$ cat src/rtl/nmea_frame_ctrl.sv
// nmea_frame_ctrl: framing controller for NMEA-0183 sentences received one byte
// at a time. It checks the "$<HDR>" header, reports each payload character with
// its field/char position, and verifies the trailing "*HH" XOR checksum.
// All outputs are registered and respond one cycle after the po_flag strobe.
// Optional feature: define NMEA_TIMEOUT_EN to abort a frame after TO_CYC idle
// cycles (err_code 3).
module nmea_frame_ctrl #(
    parameter logic [39:0] HDR     = "GNRMC",
    parameter logic [7:0]  MAX_LEN = 8'd82,
    parameter logic [23:0] TO_CYC  = 24'd500000
) (
    input  logic       sys_clk,
    input  logic       sys_rst_n,
    input  logic [7:0] po_data,
    input  logic       po_flag,
    output logic       frame_start,
    output logic       char_strobe,
    output logic [7:0] char_data,
    output logic [4:0] field_idx,
    output logic [3:0] char_idx,
    output logic       frame_ok,
    output logic       frame_err,
    output logic [1:0] err_code,
    output logic       busy
);

    localparam logic [7:0] CH_DOLLAR = 8'h24;
    localparam logic [7:0] CH_COMMA  = 8'h2C;
    localparam logic [7:0] CH_STAR   = 8'h2A;

    typedef enum logic [2:0] {
        S_IDLE  = 3'd0,
        S_HDR   = 3'd1,
        S_BODY  = 3'd2,
        S_CK_HI = 3'd3,
        S_CK_LO = 3'd4
    } state_t;

    state_t      state_r, state_s;
    logic [7:0]  acc_r, acc_s;
    logic [7:0]  cnt_r, cnt_s;
    logic        hdr_bad_r, hdr_bad_s;
    logic [3:0]  ck_hi_r, ck_hi_s;
    logic [3:0]  char_cnt_r, char_cnt_s;
    logic [4:0]  field_idx_r, field_idx_s;
    logic [3:0]  char_idx_r, char_idx_s;
    logic [7:0]  char_data_r, char_data_s;
    logic [1:0]  err_code_r, err_code_s;
    logic        frame_start_r, frame_start_s;
    logic        char_strobe_r, char_strobe_s;
    logic        frame_ok_r, frame_ok_s;
    logic        frame_err_r, frame_err_s;
    logic        busy_r, busy_s;
    logic        over_s;
    logic [4:0]  hex_s;

    // Header byte expected at byte position pos (1..5; '$' is position 0).
    function automatic logic [7:0] hdr_byte(input logic [7:0] pos);
        logic [7:0] b;
        case (pos)
            8'd1:    b = HDR[39:32];
            8'd2:    b = HDR[31:24];
            8'd3:    b = HDR[23:16];
            8'd4:    b = HDR[15:8];
            8'd5:    b = HDR[7:0];
            default: b = 8'h00;
        endcase
        return b;
    endfunction

    // Decode an uppercase hex digit: {valid, nibble}.
    function automatic logic [4:0] hex_decode(input logic [7:0] c);
        logic [4:0] r;
        if ((c >= 8'h30) && (c <= 8'h39)) begin
            r = {1'b1, c[3:0]};
        end else if ((c >= 8'h41) && (c <= 8'h46)) begin
            r = {1'b1, c[3:0] + 4'd9};
        end else begin
            r = 5'd0;
        end
        return r;
    endfunction

`ifdef NMEA_TIMEOUT_EN
    logic [23:0] to_cnt_r;

    // Idle-cycle counter: cleared by every byte, runs only while a frame is open.
    always_ff @(posedge sys_clk or negedge sys_rst_n) begin
        if (!sys_rst_n) begin
            to_cnt_r <= 24'd0;
        end else if (po_flag || (state_r == S_IDLE)) begin
            to_cnt_r <= 24'd0;
        end else begin
            to_cnt_r <= to_cnt_r + 24'd1;
        end
    end
`endif

    // Next-state and next-output decode for one received byte (or idle cycle).
    always_comb begin
        state_s       = state_r;
        acc_s         = acc_r;
        cnt_s         = cnt_r;
        hdr_bad_s     = hdr_bad_r;
        ck_hi_s       = ck_hi_r;
        char_cnt_s    = char_cnt_r;
        field_idx_s   = field_idx_r;
        char_idx_s    = char_idx_r;
        char_data_s   = char_data_r;
        err_code_s    = err_code_r;
        frame_start_s = 1'b0;
        char_strobe_s = 1'b0;
        frame_ok_s    = 1'b0;
        frame_err_s   = 1'b0;
        over_s        = ((cnt_r + 8'd1) >= MAX_LEN);
        hex_s         = hex_decode(po_data);
        if (po_flag) begin
            if (po_data == CH_DOLLAR) begin
                state_s   = S_HDR;
                acc_s     = 8'd0;
                cnt_s     = 8'd1;
                hdr_bad_s = 1'b0;
            end else begin
                cnt_s = cnt_r + 8'd1;
                case (state_r)
                    S_IDLE: begin
                        cnt_s = cnt_r;
                    end
                    S_HDR: begin
                        acc_s     = acc_r ^ po_data;
                        hdr_bad_s = hdr_bad_r | (po_data != hdr_byte(cnt_r));
                        if (over_s) begin
                            frame_err_s = 1'b1;
                            err_code_s  = 2'd2;
                            state_s     = S_IDLE;
                        end else if (cnt_r == 8'd5) begin
                            if (hdr_bad_s) begin
                                state_s = S_IDLE;
                            end else begin
                                state_s       = S_BODY;
                                frame_start_s = 1'b1;
                                field_idx_s   = 5'd0;
                                char_idx_s    = 4'd0;
                                char_cnt_s    = 4'd0;
                            end
                        end else begin
                            state_s = S_HDR;
                        end
                    end
                    S_BODY: begin
                        if (over_s) begin
                            frame_err_s = 1'b1;
                            err_code_s  = 2'd2;
                            state_s     = S_IDLE;
                        end else if (po_data == CH_COMMA) begin
                            acc_s       = acc_r ^ po_data;
                            field_idx_s = (field_idx_r == 5'd31) ? 5'd31 : field_idx_r + 5'd1;
                            char_idx_s  = 4'd0;
                            char_cnt_s  = 4'd0;
                        end else if (po_data == CH_STAR) begin
                            state_s = S_CK_HI;
                        end else begin
                            acc_s         = acc_r ^ po_data;
                            char_strobe_s = 1'b1;
                            char_data_s   = po_data;
                            char_idx_s    = char_cnt_r;
                            char_cnt_s    = (char_cnt_r == 4'd15) ? 4'd15 : char_cnt_r + 4'd1;
                        end
                    end
                    S_CK_HI: begin
                        if (over_s) begin
                            frame_err_s = 1'b1;
                            err_code_s  = 2'd2;
                            state_s     = S_IDLE;
                        end else if (!hex_s[4]) begin
                            frame_err_s = 1'b1;
                            err_code_s  = 2'd1;
                            state_s     = S_IDLE;
                        end else begin
                            ck_hi_s = hex_s[3:0];
                            state_s = S_CK_LO;
                        end
                    end
                    S_CK_LO: begin
                        state_s = S_IDLE;
                        if (!hex_s[4]) begin
                            frame_err_s = 1'b1;
                            err_code_s  = 2'd1;
                        end else if ({ck_hi_r, hex_s[3:0]} == acc_r) begin
                            frame_ok_s = 1'b1;
                        end else begin
                            frame_err_s = 1'b1;
                            err_code_s  = 2'd0;
                        end
                    end
                    default: begin
                        state_s = S_IDLE;
                    end
                endcase
            end
        end
`ifdef NMEA_TIMEOUT_EN
        else if ((state_r != S_IDLE) && (to_cnt_r == (TO_CYC - 24'd1))) begin
            frame_err_s = 1'b1;
            err_code_s  = 2'd3;
            state_s     = S_IDLE;
        end
`endif
        else begin
            state_s = state_r;
        end
        busy_s = (state_s != S_IDLE);
    end

    // FSM state register.
    always_ff @(posedge sys_clk or negedge sys_rst_n) begin
        if (!sys_rst_n) begin
            state_r <= S_IDLE;
        end else begin
            state_r <= state_s;
        end
    end

    // Datapath and output registers.
    always_ff @(posedge sys_clk or negedge sys_rst_n) begin
        if (!sys_rst_n) begin
            acc_r         <= 8'd0;
            cnt_r         <= 8'd0;
            hdr_bad_r     <= 1'b0;
            ck_hi_r       <= 4'd0;
            char_cnt_r    <= 4'd0;
            field_idx_r   <= 5'd0;
            char_idx_r    <= 4'd0;
            char_data_r   <= 8'd0;
            err_code_r    <= 2'd0;
            frame_start_r <= 1'b0;
            char_strobe_r <= 1'b0;
            frame_ok_r    <= 1'b0;
            frame_err_r   <= 1'b0;
            busy_r        <= 1'b0;
        end else begin
            acc_r         <= acc_s;
            cnt_r         <= cnt_s;
            hdr_bad_r     <= hdr_bad_s;
            ck_hi_r       <= ck_hi_s;
            char_cnt_r    <= char_cnt_s;
            field_idx_r   <= field_idx_s;
            char_idx_r    <= char_idx_s;
            char_data_r   <= char_data_s;
            err_code_r    <= err_code_s;
            frame_start_r <= frame_start_s;
            char_strobe_r <= char_strobe_s;
            frame_ok_r    <= frame_ok_s;
            frame_err_r   <= frame_err_s;
            busy_r        <= busy_s;
        end
    end

    assign frame_start = frame_start_r;
    assign char_strobe = char_strobe_r;
    assign char_data   = char_data_r;
    assign field_idx   = field_idx_r;
    assign char_idx    = char_idx_r;
    assign frame_ok    = frame_ok_r;
    assign frame_err   = frame_err_r;
    assign err_code    = err_code_r;
    assign busy        = busy_r;

endmodule

$ cat config.mk
export PLATFORM = sky130hd
export DESIGN_NAME = nmea_frame_ctrl
export DESIGN_NICKNAME = d
export VERILOG_FILES = /design/src/rtl/nmea_frame_ctrl.sv
export SDC_FILE = /design/constraint.sdc
export NUM_CORES = 1
export LEC_CHECK = 0
export ABC_AREA = 1
export CORE_ASPECT_RATIO = 0.9
export CORE_MARGIN = 5
export CORE_UTILIZATION = 45
export CTS_CLUSTER_SIZE = 30
export DETAILED_ROUTE_END_ITERATION = 16
export PLACE_DENSITY = 0.66
export SYNTH_ARGS = -nofsm -noshare
export SYNTH_HDL_FRONTEND = slang
export SYNTH_SLANG_ARGS = --single-unit
$ cat constraint.sdc
create_clock -name sys_clk -period 2.1 [get_ports sys_clk]
set_input_delay 0.315 -clock sys_clk [delete_from_list [all_inputs] [get_ports sys_clk]]
set_output_delay 0.315 -clock sys_clk [all_outputs]
set_load 0.05 [all_outputs]
# Yosys cells after proc, flatten, opt, wreduce, memory -nomap -nowiden
# Cells that the tools add are included.
# totals
ff_bits,52
in_bits,11
output_inout_bits,24
word_cells,151
# op_classes
add_sub_neg,4
order_cmp,5
eq_ne,28
mux,76
bitwise_logic,6
n_reduce_logical,17
# op_table
cell,n
8-bit two-way mux,9
4-bit two-way mux,10
5-bit two-way mux,8
7-bit one-hot mux with 5 select lines,1
3-bit two-way mux,9
1-bit two-way mux,26
8-bit by 6-bit equality test with 1-bit output (second input constant),3
8-bit by 2-bit equality test with 1-bit output (second input constant),2
8-bit by 3-bit equality test with 1-bit output (second input constant),2
8-bit by 7-bit >= comparator with 1-bit output (second input constant),2
4-bit one-hot mux with 2 select lines,2
8-bit one-hot mux with 2 select lines,1
8-bit AND reduction,2
2-bit two-way mux,6
2-bit inequality test (second input constant),6
3-bit inequality test (second input constant),4
3-bit one-hot mux with 4 select lines,1
6-bit AND reduction,2
5-bit one-hot mux with 2 select lines,1
3-bit nonzero test,3
8-bit by 1-bit adder with 8-bit output (second input constant),1
8-bit by 1-bit equality test with 1-bit output (second input constant),1
8-bit equality test,1
8-bit by 6-bit >= comparator with 1-bit output (second input constant),1
other kinds (25),32

# Depth between registers and ports, before layout
# Gate-level depths: netlist (run 1).
# depth
ltp_word,14
depth_mapped,17
depth_no_buf,16

# Least setup slack after synthesis (run 1)
# OpenSTA, ideal clock, no wires.
# synth_path
kind,register to register
startpoint,register cnt_r[1]
endpoint,register char_idx_r[1] (netlist: char_idx[1])
setup_ns,0.119
t_arrival_ns,1.799
slack_ns,0.182
path_stages_with_launch,17
n_path_buf,1
path_cell_list,dfrtp_1 > inv_1 > ha_1 > nand3_2 > nor2_4 > nor2_1 > nand3_1 > nand2_1 > inv_2 > nand2_2 > nor2_2 > nand3_2 > nand2_4 > nand2_4 > buf_6 > nand2_2 > o21ai_2
# synth_between
elab_chain_cells,9
word_cells_on_any_way,18
cone_classes,1 x add/sub; 1 x order compare; 10 x eq/ne; 4 x mux; 1 x bitwise; 1 x reduce/logical
# synth_lines
item,line,rtl
start: declaration,41,"logic [7:0] cnt_r, cnt_s;"
start signal: assignment,243,cnt_r <= cnt_s;
8-bit by 3-bit equality test with 1-bit output (tied with other cells),"60, 136",
7-bit one-hot mux with 5 select lines,60,case (pos)
8-bit two-way mux,125,case (state_r)
8-bit two-way mux,118,if (po_data == CH_DOLLAR) begin
8-bit two-way mux,117,if (po_flag) begin
8-bit inequality test,131,hdr_bad_s = hdr_bad_r | (po_data != hdr_byte(cnt_r));
1-bit bitwise OR,131,
2-bit inequality test (no source line),n/a,
8-bit AND reduction (no source line) *,n/a,
end signal: assignment,248,char_idx_r <= char_idx_s;
end: declaration,46,"logic [3:0] char_idx_r, char_idx_s;"
# Mark *: on every way between the ends. The rest lies on a longest branch, timed or not. The select of a mux whose other input is x is not followed.
# A chain may end at the register's enable or synchronous reset.

# Worst setup path after layout (run 1)
# layout_path
startpoint,register cnt_r[1]
endpoint,register char_cnt_r[0]
# layout_between
elab_chain_cells,9
word_cells_on_any_way,18
cone_classes,1 x add/sub; 1 x order compare; 10 x eq/ne; 4 x mux; 1 x bitwise; 1 x reduce/logical
# layout_lines
item,line,rtl
8-bit by 3-bit equality test with 1-bit output (tied with other cells),"60, 136",
7-bit one-hot mux with 5 select lines,60,
8-bit two-way mux,125,
8-bit two-way mux,118,
8-bit two-way mux,117,
8-bit inequality test,131,
1-bit bitwise OR,131,
2-bit inequality test (no source line),n/a,
8-bit AND reduction (no source line) *,n/a,
end signal: assignment,246,char_cnt_r <= char_cnt_s;
end: declaration,44,"logic [3:0] char_cnt_r, char_cnt_s;"
# Marked as above.

==> results of run 1 <==
## registers in the layout, summed over array words and instances (netlist names)
| register | count |
|---|---|
| acc_r | 8 |
| busy | 1 |
| char_cnt_r | 4 |
| char_data | 8 |
| char_idx | 4 |
| char_strobe | 1 |
| ck_hi_r | 4 |
| cnt_r | 8 |
| err_code | 2 |
| field_idx | 5 |
| frame_err | 1 |
| frame_ok | 1 |
| frame_start | 1 |
| hdr_bad_r | 1 |
| state_r | 3 |
## Yosys cell counts (8+ instances only)
cell type  number  share of area
nand4_1        10          0.019
dfrtp_1        52           0.39
nand2_2        10          0.019
inv_2           9          0.010
o22ai_1         8          0.015
o21ai_1        17          0.025
ha_1           12          0.045
nand2_1       108           0.12
nand3_1        35          0.052
o21ai_0        23          0.034
o21ai_2         8          0.021
nor2_1         32          0.036
inv_1          44          0.049
xor2_1          9          0.024
a21oi_1        12          0.018
## critical path, delay by kind of cell, from the launching register on
kind	cells	cell delay [ps]
fa+ha+maj	1	150
buf+inv	3	320
flops	1	490
compound gates	2	180
simple gates	8	830
## cells by family (layout without fill, tap and decap cells)
kind of cell / count (synthesis) / count (layout) / share of synthesized area
AO/OA/AOI/OAI: 72 / 72 / 0.126
adder cells (fa/ha/maj): 12 / 12 / 0.0450
AND/OR/NAND/NOR: 223 / 225 / 0.326
XOR/XNOR: 14 / 14 / 0.0367
flip-flops: 52 / 52 / 0.390
buffers and inverters: 60 / 156 / 0.0761
## worst min-delay path by stage
stage                               endpoint  slack [ps]  cells past startpoint
finish              char_data[0]$_DFFE_PN0P_         410                      4
detailed placement      cnt_r[5]$_DFFE_PN0P_         330                      2
floorplan               acc_r[0]$_DFFE_PN0P_          20                      0
CTS                  char_idx[3]$_DFFE_PN0P_         490                      2
global placement        cnt_r[2]$_DFFE_PN0P_         330                      2
global route        char_data[0]$_DFFE_PN0P_         420                      4
## routing by layer
metal	share of wire	vias to the layer above
met2	0.51	55
met1	0.45	1559
met4	0.020	0
li1	-	1607
met3	0.027	19
met5	0	-
## through the flow
stage | hold WS, ps | instances | utilization
after floorplan | 19.4 | 433 | -
after global placement | 332 | 596 | 0.569
after detailed placement | 335 | 596 | 0.569
after CTS | 490 | 605 | 0.583
after global routing | 422 | 624 | 0.646
final | 408 | 624 | 0.646
## report_power, final
group          switching (mW)  leakage, nW  internal (mW)
Combinational            1.57         1.46           1.08
Sequential              0.242        0.686           1.21
Clock                   0.359       0.0479          0.233
Total                    2.17         2.19           2.52
## repair_timing
item,in CTS,in global routing
gates cloned,0,2
pin swaps,0,13
gates resized for setup,4,81
hold buffers,1,0
buffers inserted,0,17
endpoints found under the hold margin,52,0
setup endpoints to repair,9,42
## cell usage in the layout, fill, tap and decap left out, types with 4 or more instances in the layout
| cell | n |
|---|---|
| nand2_1 | 94 |
| nor2_2 | 10 |
| xor2_1 | 8 |
| buf_6 | 4 |
| o21ai_0 | 15 |
| clkdlybuf4s50_1 | 31 |
| nand2_2 | 18 |
| nand2_4 | 8 |
| o21ai_1 | 22 |
| o21ai_2 | 10 |
| inv_1 | 37 |
| nand4_1 | 10 |
| nand3_2 | 6 |
| ha_4 | 4 |
| clkbuf_8 | 5 |
| xnor2_1 | 5 |
| dfrtp_2 | 4 |
| ha_1 | 7 |
| o22ai_1 | 8 |
| or2_2 | 5 |
| nor2_4 | 4 |
| dfrtp_1 | 48 |
| buf_4 | 53 |
| a21oi_2 | 4 |
| inv_2 | 13 |
| nand3_1 | 30 |
| nor2_1 | 25 |
| nand3_4 | 4 |
| a21oi_1 | 9 |
## cell type report
cell class	instances	share of cell area
Sequential cell	52	0.283
Timing Repair Buffer	94	0.180
Clock buffer	5	0.0149
Tap cell	93	0.0252
Clock inverter	3	0.00407
Inverter	54	0.0472
Multi-Input combinational cell	323	0.445
==> impl_metrics.yaml, run 1 <==
status:
  outcome: "finished, final reports clean"
floorplan:
  top_level_ports: 35
  initial_core_util: 0.467
  row_count: 29
  die_height_um: 91.7
  die_w_um: 101
  core-area_sq_um: 7150
  dieArea_sq_um: 9240
setup_path:
  r2r-end: "char_cnt_r[0]$_DFFE_PN0P_"
  cp.arrival_ps: 2310
  cp_common_cell: "nor2_2"
  end_kind: "flip-flop"
  critPathMaxFanout: 8
  r2r_slack_ps: 50
  rr_worst_depth: 14
  crit_required_ps: 2350
  worst-setup-path-type: "flip-flop to flip-flop"
  cpPeakStageDelay_ps: 490
  crit_slowest_cell: "dfrtp_2"
  r2r_start: "cnt_r[1]$_DFFE_PN0P_"
  endpoint: "char_cnt_r[0]$_DFFE_PN0P_"
  startpoint: "cnt_r[1]$_DFFE_PN0P_"
  crit_chain: "buf_6, ha_4, nand2_4, a21oi_2, nor2_2, nor2_1, nor2_2, inv_2, nor2_2, nand3_2, nand2_4, buf_12, nand2_8, o21ai_2"
  worstSetupStartpointType: "flip-flop"
final_layout:
  diodes: 0
  final_design_area_no_fill_sq_um: 4620
  fin_nets: 553
  regArea_sq_um: 1310
  syn_to_final_growth_pct: 38.3
  multi_input_area_sq_um: 2060
  fillCellCount: 587
  drive_gt1_frac: 0.326
min_path:
  hold_class: "primary input to flip-flop"
  hp-start: "po_data[0]"
clock_network:
  cts_root_buf: "clkbuf_8"
  clock_sinks: 52
  htree_num_levels: 2
  cts_tree: "built"
  cts_buffers: 5
  cts_buffer_depth: 2
  clk_pin_slew_worst_paths_ps: 100
  insertion_delay_ps: 320
timing:
  slew_violations: 0
  hold_viol_final: 0
  layout_min_cycle_time_ps: 2050
  setup_viol: 0
  fmax_mhz: 487
  timing.final.crit_share: 0.978
  clock_skew_ps: 7.95
  rsz0062_at_grt: "true"
  finalSetupTns_ps: 0
  setup_ws_ps: 46.2
  tightest_slew_ps: 528
  max_slew_margin: 0.645
global_routing:
  grt_pass1_vias: 3001
  gr-usage-met1: 0.237
  grt_pass1_wl_mm: 13.7
  grt.met3_usage: 0.0288
  overflow: 0
  use_met2: 0.306
  grt_usage: 0.182
  antenna_found_initial: 0
  grt-busiest-layer: "met2"
  grt_max_degree: 53
synthesis:
  synth_edf_count: 0
  ys_seq_area_frac: 0.390
  syn_nets: 456
  mappedNetlistArea_sq_um: 3340
  yosysUniqueCellTypes: 32
  async_reset_ff_frac: 1.00
  synth-seq-cells: 52
  synthFlopType: "dfrtp_1"
  syn_inst: 433
  ys_warn_count: 0
  synth.avg_cell_area_sq_um: 7.71
pwr:
  p_total_mw: 4.70
  vdd_drop_max_v: 0.000452
  p_per_area_nw_per_um2: 1020
  cellLeakagePower_nw: 2.19
placement:
  globalplace.congestion: 0.893
  port_buffers: 34
  hpwlAfterDp_mm: 6.03
  place_area_sq_um: 4070
  dp_slack_ps: -378
detailed_routing:
  vias: 3240
  avgRoutedWirePerCell_um: 14.2
  drt-total-wl_mm: 8.87
  drtAntennaViolNets: 0
  drcViolationCount: 0
  dr.first_iter.drc_count: 132
  routed_via_density: 5.19
  drt_pass1_iterations: 4
run:
  cap_violations: 0
No activity file was read; power rests on OpenSTA's default activity.
==> run 2: changes to the inputs <==
Settings changed: CORE_MARGIN 5 to 2.
==> run 2 against run 1 <==
The run now ends with negative hold slack left. Setup slack lost 35 ps. Count of clock-buffer cells in the layout grew 1. Core utilization shrank 2.7 points. Sequential share of layout area grew 1.3 points. Via count shrank 3.6%. Non-clock buffer count shrank 8. Critical path type unchanged.
==> impl_metrics.yaml, run 2 (synthesis results as in run 1) <==
final_layout:
  final_common_cell: "nand2_1"
  syn_to_final_growth_pct: 31.9
  final_util: 0.619
  final_cell_mix: "95 x nand2_1, 52 x buf_4, 51 x dfrtp_1"
  fin_nets: 544
  diodes: 0
  drive_gt1_frac: 0.289
  final_cells: 615
pwr:
  swShare: 0.445
  p_int_mw: 2.42
  power_frac_seq: 0.324
  comb_power_share: 0.505
  p_per_area_nw_per_um2: 991
  p_sw_mw: 1.94
  vdd_drop_max_v: 0.000439
  cellLeakagePower_nw: 2.16
  clkPwrFrac: 0.171
detailed_routing:
  avgRoutedWirePerCell_um: 13.6
  dr.first_iter.drc_count: 81
  drtAntennaViolNets: 0
  drcViolationCount: 0
  vias: 3122
  routed_via_density: 5.08
  drt-total-wl_mm: 8.35
  drt_pass1_iterations: 4
status:
  violations: "negative hold slack"
  outcome: "finished, violations left"
setup_path:
  critPathTopFamily: "simple AND/OR/NAND/NOR gates"
  worst-setup-path-type: "flip-flop to flip-flop"
  cp.depth: 15
  worstSetupStartpointType: "flip-flop"
  r2r_slack_ps: 10
  critPathBufInv: 2
  r2r_start: "cnt_r[1]$_DFFE_PN0P_"
  cpPeakStageDelay_ps: 440
  cp.arrival_ps: 2290
  critPathMaxFanout: 8
  startpoint: "cnt_r[1]$_DFFE_PN0P_"
  crit_required_ps: 2310
  crit_chain: "inv_2, ha_1, nand3_2, nor2_4, nor2_1, nand3_1, nand2_1, inv_2, nand2_2, nor2_2, nand3_2, nand2_4, nand2_4, nand2_2, o21ai_1"
  crit_slowest_cell: "dfrtp_1"
  rr_worst_depth: 15
  end_kind: "flip-flop"
timing:
  rsz0062_at_grt: "true"
  fmax_mhz: 479
  tightest_slew_ps: 510
  max_slew_margin: 0.659
  layout_min_cycle_time_ps: 2090
  slew_violations: 0
  hold_viol_final: 2
  setup_ws_ps: 11.2
  timing.final.crit_share: 0.995
  hold_ws_ps: -4.42
  setup_viol: 0
  clock_skew_ps: 9.41
global_routing:
  grt_max_degree: 28
  antenna_found_initial: 0
  overflow: 0
  grt_pass1_wl_mm: 13.9
  grt_pass1_vias: 3143
  grt_usage: 0.213
floorplan:
  row_count: 29
  die_w_um: 94.8
  die_height_um: 85.7
  core-area_sq_um: 7110
  dieArea_sq_um: 8120
  initial_core_util: 0.469
  top_level_ports: 35
placement:
  dp_slack_ps: -416
  port_buffers: 34
  placed_cells: 599
  hpwlAfterDp_mm: 6.21
  globalplace.congestion: 0.925
clock_network:
  clock_sinks: 52
  clk_pin_slew_worst_paths_ps: 100
  insertion_delay_ps: 310
  cts_tree: "built"
  cts_root_buf: "clkbuf_8"
  htree_num_levels: 2
  cts_buffer_depth: 2
  cts_buffers: 5
min_path:
  hold_class: "primary input to asynchronous set/reset pin"
run:
  cap_violations: 0
-- run 2: timing repair --
item / CTS / global route
endpoints found under the setup margin: 18 / 42
setup buffers: 1 / 6
pin swaps: 1 / 24
gates resized for setup: 12 / 41
cloned: 0 / 1
hold buffers: 0 / 0
-- run 2: metal layers --
| metal | GRT usage | up-vias | wire length, um |
|---|---|---|---|
| met5 | 0 | - | 0 |
| met4 | 0.0698 | 0 | 128 |
| met3 | 0.0360 | 15 | 212 |
| met2 | 0.363 | 44 | 4110 |
| met1 | 0.275 | 1481 | 3900 |
| li1 | - | 1582 | - |
-- run 2: final timing paths --
check / end
max reg2reg: field_idx[2]$_DFFE_PN0P_
max: field_idx[2]$_DFFE_PN0P_
min in group sys_clk: char_data[0]$_DFFE_PN0P_
min reg2reg: char_idx[2]$_DFFE_PN0P_
min: char_data[0]$_DFFE_PN0P_
max in group asynchronous: cnt_r[0]$_DFFE_PN0P_
-- run 2: final cells by class --
| type | count | area (sq um) |
|---|---|---|
| Clock buffer | 6 | 82.6 |
| Clock inverter | 2 | 38.8 |
| Fill cell | 645 | 2710 |
| Inverter | 54 | 208 |
| Multi-Input combinational cell | 322 | 1920 |
| Sequential cell | 52 | 1300 |
| Tap cell | 93 | 116 |
| Timing Repair Buffer | 86 | 733 |
-- run 2: power by group through the flow --
stage               Combinational (mW)  Clock, mW  Sequential, mW
floorplan                         1.34          0            1.53
global placement                  1.90          0            1.42
detailed placement                1.95          0            1.43
CTS                               2.02      0.765            1.41
global route                      2.46      0.802            1.44
finish                            2.20      0.746            1.42
-- run 2: worst register-to-register path: stages (launching register included) --
cell and delay [ps]:
dfrtp_1 440, inv_2 120, ha_1 200, nand3_2 130, nor2_4 160, nor2_1 70
nand3_1 80, nand2_1 60, inv_2 60, nand2_2 40, nor2_2 110, nand3_2 110
nand2_4 160, nand2_4 110, nand2_2 70, o21ai_1 60
-- run 2: through the flow --
step                      hold slack, ps  area, sq um  power, mW  TNS, ps
after floorplan                     19.4         3340       2.87        0
after global placement               350         4080       3.32    -6570
after detailed placement             350         4080       3.38    -8060
after CTS                           12.3         4230       4.20        0
after global routing                31.6         4400       4.70    -2700
final                              -4.42         4400       4.36        0
